--- src/rtl/adder_share_arb_if.sv ---
// Handshake bundle between the requesting lanes and the shared-adder arbiter:
// NREQ operand request channels in, one tagged sum response channel out.
interface adder_share_arb_if #(
  parameter int WIDTH = 4,
  parameter int NREQ  = 4,
  parameter int IDW   = $clog2(NREQ)
) ();

  logic [NREQ-1:0]       req_valid;
  logic [NREQ*WIDTH-1:0] req_a;
  logic [NREQ*WIDTH-1:0] req_b;
  logic [NREQ-1:0]       req_ready;
  logic                  rsp_valid;
  logic                  rsp_ready;
  logic [WIDTH:0]        rsp_sum;
  logic [IDW-1:0]        rsp_id;
  logic                  busy;

  // Requester/consumer side.
  modport master (
    output req_valid, req_a, req_b, rsp_ready,
    input  req_ready, rsp_valid, rsp_sum, rsp_id, busy
  );

  // Arbiter side.
  modport slave (
    input  req_valid, req_a, req_b, rsp_ready,
    output req_ready, rsp_valid, rsp_sum, rsp_id, busy
  );

endinterface

--- src/rtl/adder_share_arb.sv ---
// Round-robin arbiter sharing one adder between NREQ requesters; the granted
// operand pair is summed and held in a single-entry result register.
module adder #(
  parameter int WIDTH = 4
) (
  input  logic [WIDTH-1:0] a,
  input  logic [WIDTH-1:0] b,
  output logic [WIDTH:0]   x
);
  assign x = {1'b0, a} + {1'b0, b};
endmodule

module adder_share_arb #(
  parameter int WIDTH = 4,
  parameter int NREQ  = 4,
  parameter int IDW   = $clog2(NREQ)
) (
  input  logic             clk,
  input  logic             rst,
  adder_share_arb_if.slave bus
);

  localparam logic [0:0] ST_EMPTY = 1'b0;
  localparam logic [0:0] ST_FULL  = 1'b1;

  logic [0:0]     state_q,   state_d;
  logic [IDW-1:0] rr_ptr_q,  rr_ptr_d;
  logic [WIDTH:0] rsp_sum_q, rsp_sum_d;
  logic [IDW-1:0] rsp_id_q,  rsp_id_d;

  logic             found;
  logic [IDW-1:0]   winner;
  logic [IDW-1:0]   cand;
  logic [IDW-1:0]   sel;
  logic             can_accept;
  logic             grant;
  logic [WIDTH-1:0] a_arr [NREQ];
  logic [WIDTH-1:0] b_arr [NREQ];
  logic [WIDTH-1:0] op_a;
  logic [WIDTH-1:0] op_b;
  logic [WIDTH:0]   sum;

  for (genvar i = 0; i < NREQ; i++) begin : g_unpack
    assign a_arr[i] = bus.req_a[i*WIDTH +: WIDTH];
    assign b_arr[i] = bus.req_b[i*WIDTH +: WIDTH];
  end

  // Scan from rr_ptr upwards (mod NREQ); the first valid requester wins.
  always_comb begin
    // NOTE: every variable gets a default before any conditional assignment,
    // otherwise paths that skip the assignment infer a latch.
    found  = 1'b0;
    winner = '0;
    cand   = '0;
    for (int k = 0; k < NREQ; k++) begin
      cand = IDW'((32'(rr_ptr_q) + 32'(k)) % NREQ);
      if (!found && bus.req_valid[cand]) begin
        found  = 1'b1;
        winner = cand;
      end
    end
  end

  // A held result blocks new grants until the consumer drains it.
  assign can_accept = (state_q == ST_EMPTY) || bus.rsp_ready;
  assign grant      = can_accept && found && !rst;
  assign sel        = grant ? winner : '0;
  assign op_a       = a_arr[sel];
  assign op_b       = b_arr[sel];

  adder #(.WIDTH(WIDTH)) u_adder (
    .a (op_a),
    .b (op_b),
    .x (sum)
  );

  always_comb begin
    state_d   = state_q;
    rr_ptr_d  = rr_ptr_q;
    rsp_sum_d = rsp_sum_q;
    rsp_id_d  = rsp_id_q;
    if (grant) begin
      state_d   = ST_FULL;
      rsp_sum_d = sum;
      rsp_id_d  = winner;
      rr_ptr_d  = IDW'((32'(winner) + 32'd1) % NREQ);
    end else if (state_q == ST_FULL && bus.rsp_ready) begin
      state_d = ST_EMPTY;
    end
  end

  always_ff @(posedge clk) begin
    // NOTE: non-blocking assignments so every flop samples pre-edge values
    // regardless of statement order.
    if (rst) begin
      state_q   <= ST_EMPTY;
      rr_ptr_q  <= '0;
      rsp_sum_q <= '0;
      rsp_id_q  <= '0;
    end else begin
      state_q   <= state_d;
      rr_ptr_q  <= rr_ptr_d;
      rsp_sum_q <= rsp_sum_d;
      rsp_id_q  <= rsp_id_d;
    end
  end

  assign bus.req_ready = grant ? (NREQ'(1) << winner) : '0;
  assign bus.rsp_valid = (state_q == ST_FULL);
  assign bus.busy      = (state_q == ST_FULL);
  assign bus.rsp_sum   = rsp_sum_q;
  assign bus.rsp_id    = rsp_id_q;

endmodule

--- src/flat_wrapper.sv ---
// flat-port wrapper written by rule: the top's interface ports become plain ports
module adder_share_arb_flat 
#(
  parameter int WIDTH = 4,
  parameter int NREQ  = 4,
  parameter int IDW   = $clog2(NREQ)
)
  (clk, rst, bus_req_valid, bus_req_a, bus_req_b, bus_rsp_ready, bus_req_ready, bus_rsp_valid, bus_rsp_sum, bus_rsp_id, bus_busy);
  adder_share_arb_if #(.WIDTH(WIDTH), .NREQ(NREQ), .IDW(IDW)) bus_i ();
  input  logic clk;
  input  logic rst;
  input wire logic [$bits(bus_i.req_valid)-1:0] bus_req_valid;
  input wire logic [$bits(bus_i.req_a)-1:0] bus_req_a;
  input wire logic [$bits(bus_i.req_b)-1:0] bus_req_b;
  input wire logic [$bits(bus_i.rsp_ready)-1:0] bus_rsp_ready;
  output wire logic [$bits(bus_i.req_ready)-1:0] bus_req_ready;
  output wire logic [$bits(bus_i.rsp_valid)-1:0] bus_rsp_valid;
  output wire logic [$bits(bus_i.rsp_sum)-1:0] bus_rsp_sum;
  output wire logic [$bits(bus_i.rsp_id)-1:0] bus_rsp_id;
  output wire logic [$bits(bus_i.busy)-1:0] bus_busy;
  assign bus_i.req_valid = bus_req_valid;
  assign bus_i.req_a = bus_req_a;
  assign bus_i.req_b = bus_req_b;
  assign bus_i.rsp_ready = bus_rsp_ready;
  assign bus_req_ready = bus_i.req_ready;
  assign bus_rsp_valid = bus_i.rsp_valid;
  assign bus_rsp_sum = bus_i.rsp_sum;
  assign bus_rsp_id = bus_i.rsp_id;
  assign bus_busy = bus_i.busy;
  adder_share_arb #(.WIDTH(WIDTH), .NREQ(NREQ), .IDW(IDW)) u_core (.clk(clk), .rst(rst), .bus(bus_i));
endmodule
--- config.mk ---
export PLATFORM = sky130hd
export DESIGN_NAME = adder_share_arb_flat
export DESIGN_NICKNAME = d
export VERILOG_FILES = /design/src/rtl/adder_share_arb_if.sv /design/src/rtl/adder_share_arb.sv /design/src/flat_wrapper.sv
export SDC_FILE = /design/constraint.sdc
export NUM_CORES = 1
export LEC_CHECK = 0
export ABC_AREA = 0
export CORE_MARGIN = 4
export CORE_UTILIZATION = 39
export DETAILED_ROUTE_END_ITERATION = 16
export GPL_ROUTABILITY_DRIVEN = 1
export HOLD_SLACK_MARGIN = 0.15
export PLACE_DENSITY_LB_ADDON = 0.1
export SYNTH_ARGS = -nofsm -noshare
export SYNTH_HDL_FRONTEND = slang
export SYNTH_SLANG_ARGS = --single-unit
--- constraint.sdc ---
create_clock -name clk -period 2.7 [get_ports clk]
set_input_delay 0.27 -clock clk [delete_from_list [all_inputs] [get_ports clk]]
set_output_delay 0.27 -clock clk [all_outputs]
set_load 0.02 [all_outputs]
==> metrics.md <==
| Metric | Value |
|---|---|
| GRT overflow | `0` |
| NumNets Final | `239` |
| Setup violators final | `1` |
| Layout Utilization | `74.67%` |
| DR DRC count | `0` |
| I/O pin count | `52` |
| Mapped Avg Cell Area | `8.066 um^2` |
| Final WS setup | `-0.01509 ns` |
| Final hold viol count | `0` |
| Leading area contributor after synthesis | `dfxtp_1` |
| Total GRT Usage | `18.67%` |
| P per Cell Area | `514.5 mW/mm^2` |
| Final wirelength | `3356 um` |
| Antenna diode count | `0` |
| Mapped Cells | `121` |
| Dpl cells | `210` |
| Clock Skews | `0.001577 ns` |
| Buffers on Ports | `51` |
| Area Growth Syn to Fin | `75.77%` |
| CP Launch Type | `input port` |
| Vias in the first global route | `1140` |
| Design Power | `0.8826 mW` |
| Maxcap violations | `0` |
| Met3 Track Usage GR | `5.568%` |
| Reg2Reg Depth | `13` |
| CTS Buffer Depth | `2` |
| DRT antenna net count | `0` |
| Hpwl dp | `2537 um` |
| Clock Latency Late Sink | `0.27 ns` |
| Seq/Total Area, Yosys | `20.51%` |
| Final Critical Period | `2.715 ns` |
| Yosys Warn Count | `0` |
| EDFF count, synth | `0` |
| Busiest metal layer after global routing | `met2` |
| Synth Cell Area | `975.9 um^2` |
| Slew Viols, Final | `0` |
| Failing checks | `negative setup slack` |
| Global-route wire length before repair | `4878 um` |
| Net Count, Synth | `169` |
| TritonCTS clock tree | `done` |
| Site Rows | `17` |
| Final TNS setup | `-0.01509 ns` |
| FILL cells | `200` |
| First DRT Iteration DRCs | `24` |
| Crit. End Element | `flop` |
| Starting Density | `42.48%` |
| Clock Sinks | `10` |
| Final std cells w/o fill | `218` |
| Clock buffer count from CTS | `3` |
| Slew of the pin with the lowest slew margin | `0.4205 ns` |
| Top-area cell type share of the netlist area | `20.51%` |
| Hold Path Stages | `2` |
| Max VDD drop | `0.4946 mV` |
| Core area | `0.002297 mm^2` |
| Seq cells post-synth | `10` |
| DR vias/cell | `5.408` |
| Post-synthesis async set-or-reset flop share | `0%` |
| GRT met1 Usage | `19.04%` |
| Top FF cell, synth | `dfxtp_1` |
| Synth unique cells | `40` |
| Largest net degree at the start of global routing | `13` |
| CP Data Required Time | `2.91 ns` |
| Slew HR | `71.73%` |
| Routed WL per cell | `15.39 um` |
| Worst-path clk slew | `0.07 ns` |
| Most frequent cells in the layout | `clkdlybuf4s50_1, buf_4, nand2_1` |
| CP max FO | `6` |
| DIE AREA | `0.003367 mm^2` |
| Vias | `1179` |
| Initial antenna violation count | `0` |
| Status | `finished with violations` |
| F_max | `368.3 MHz` |
| H-tree depth | `1` |
| Lkg Pwr | `0.7888 nW` |
| Gp weighted congestion | `0.8417` |
| Most common cell after layout, fill and taps aside | `clkdlybuf4s50_1` |
| Period Utilization, post-route | `100.6%` |
| Drt pass-1 iters | `4` |
| Met2 Resource Use GR | `36.45%` |
| Synth area leaders | `dfxtp_1, ha_1, mux2i_1` |
| WS Path Type | `input port to flop` |
| Root buffer cell | `clkbuf_4` |
| Die height | `58.03 um` |
| Die X-Extent | `58.03 um` |
| Hold WC Path Type | `flop to flop` |
| Layout cell share with drive strength beyond 1 | `20.53%` |
| WP data arrival | `2.93 ns` |
==> path summary, 6_finish.rpt <==
check / from / end / slack (ns)
setup reg to reg: u_core.rr_ptr_q[1]$_SDFFE_PP0P_ / u_core.bus.rsp_sum[4]$_SDFFE_PP0P_ / 0.17
setup / recovery: bus_req_valid[2] / u_core.bus.rsp_sum[4]$_SDFFE_PP0P_ / -0.02
hold reg to reg: u_core.bus.rsp_id[1]$_SDFFE_PP0P_ / u_core.bus.rsp_id[1]$_SDFFE_PP0P_ / 0.46
hold / removal: u_core.bus.rsp_id[1]$_SDFFE_PP0P_ / u_core.bus.rsp_id[1]$_SDFFE_PP0P_ / 0.46
==> cell families after synthesis <==
logic type,Yosys count,synth area share [%]
AND/OR/NAND/NOR,45,26.92
AO/OA/AOI/OAI,28,21.54
flip-flops,10,20.51
multiplexers,8,8.334
buffers and inverters,19,8.590
adder cells (fa/ha/maj),9,12.31
XOR/XNOR,2,1.795
==> layout make-up <==
type / count / area [um^2] / share of cell area [%]
clock buffers: 4 / 36.28 / 2.115
well taps: 28 / 35.03 / 2.042
inverters: 13 / 48.80 / 2.845
repair buffers: 71 / 676.9 / 39.46
multi-input cells: 92 / 718.2 / 41.87
flip-flops and latches: 10 / 200.2 / 11.67
==> critical path, stage by stage <==
cell and delay, ns:
clkdlybuf4s50_1 0.50, buf_4 0.14, nor4_2 0.06, nor3_2 0.32, nand4_1 0.20, buf_6 0.18
o221ai_2 0.17, ha_2 0.22, inv_1 0.05, fa_2 0.34, nor2b_1 0.14, o21ai_0 0.09
nand2_1 0.08, o22ai_1 0.07, nor2_1 0.09
==> synthesized netlist by cell type (2+ instances only) <==
cell      number
a21o_1         2
a21oi_1        5
and2_1         5
clkbuf_1       3
dfxtp_1       10
ha_1           8
inv_1         13
mux2i_1        7
nand2_1       15
nand2b_1       4
nand3b_1       3
nor2_1         2
nor2b_1        3
o21ai_0        5
o221ai_1       7
o22ai_1        2
or3_1          3
xor2_1         2
==> registers in the layout, indices dropped and copies added (netlist names) <==
register,cells
u_core.bus.rsp_sum,5
u_core.bus.rsp_id,2
u_core.rr_ptr_q,2
u_core.bus.busy,1
==> timing repair <==
item | in CTS | in global routing
hold buffers | 0 | 0
gates cloned | 0 | 1
pin swaps | 0 | 4
setup buffers | 0 | 3
gates resized for setup | 4 | 10
setup endpoints to repair | 4 | 6
==> per-layer routing <==
metal | vias up | wire (um)
met2 | 44 | 1867
met5 | - | 0
met3 | 10 | 221
met1 | 556 | 1187
li1 | 569 | -
met4 | 0 | 80
==> stage by stage <==
step,cell area [um^2],hold slack [ns],setup slack (ns)
global route,1715,0.4980,-0.09869
finish,1715,0.4597,-0.01509
floorplan,975.9,0.4348,0.3740
CTS,1650,0.4652,0.005923
detailed placement,1619,0.4558,-0.2685
global placement,1619,0.4501,-0.1871
==> report_power, final <==
group	switching [mW]	total, mW	leakage, nW	internal (mW)
registers	0.0252	0.204	0.0831	0.179
logic	0.256	0.541	0.685	0.285
clock network	0.0556	0.138	0.0210	0.0820
(Power assumes the default switching activity.)
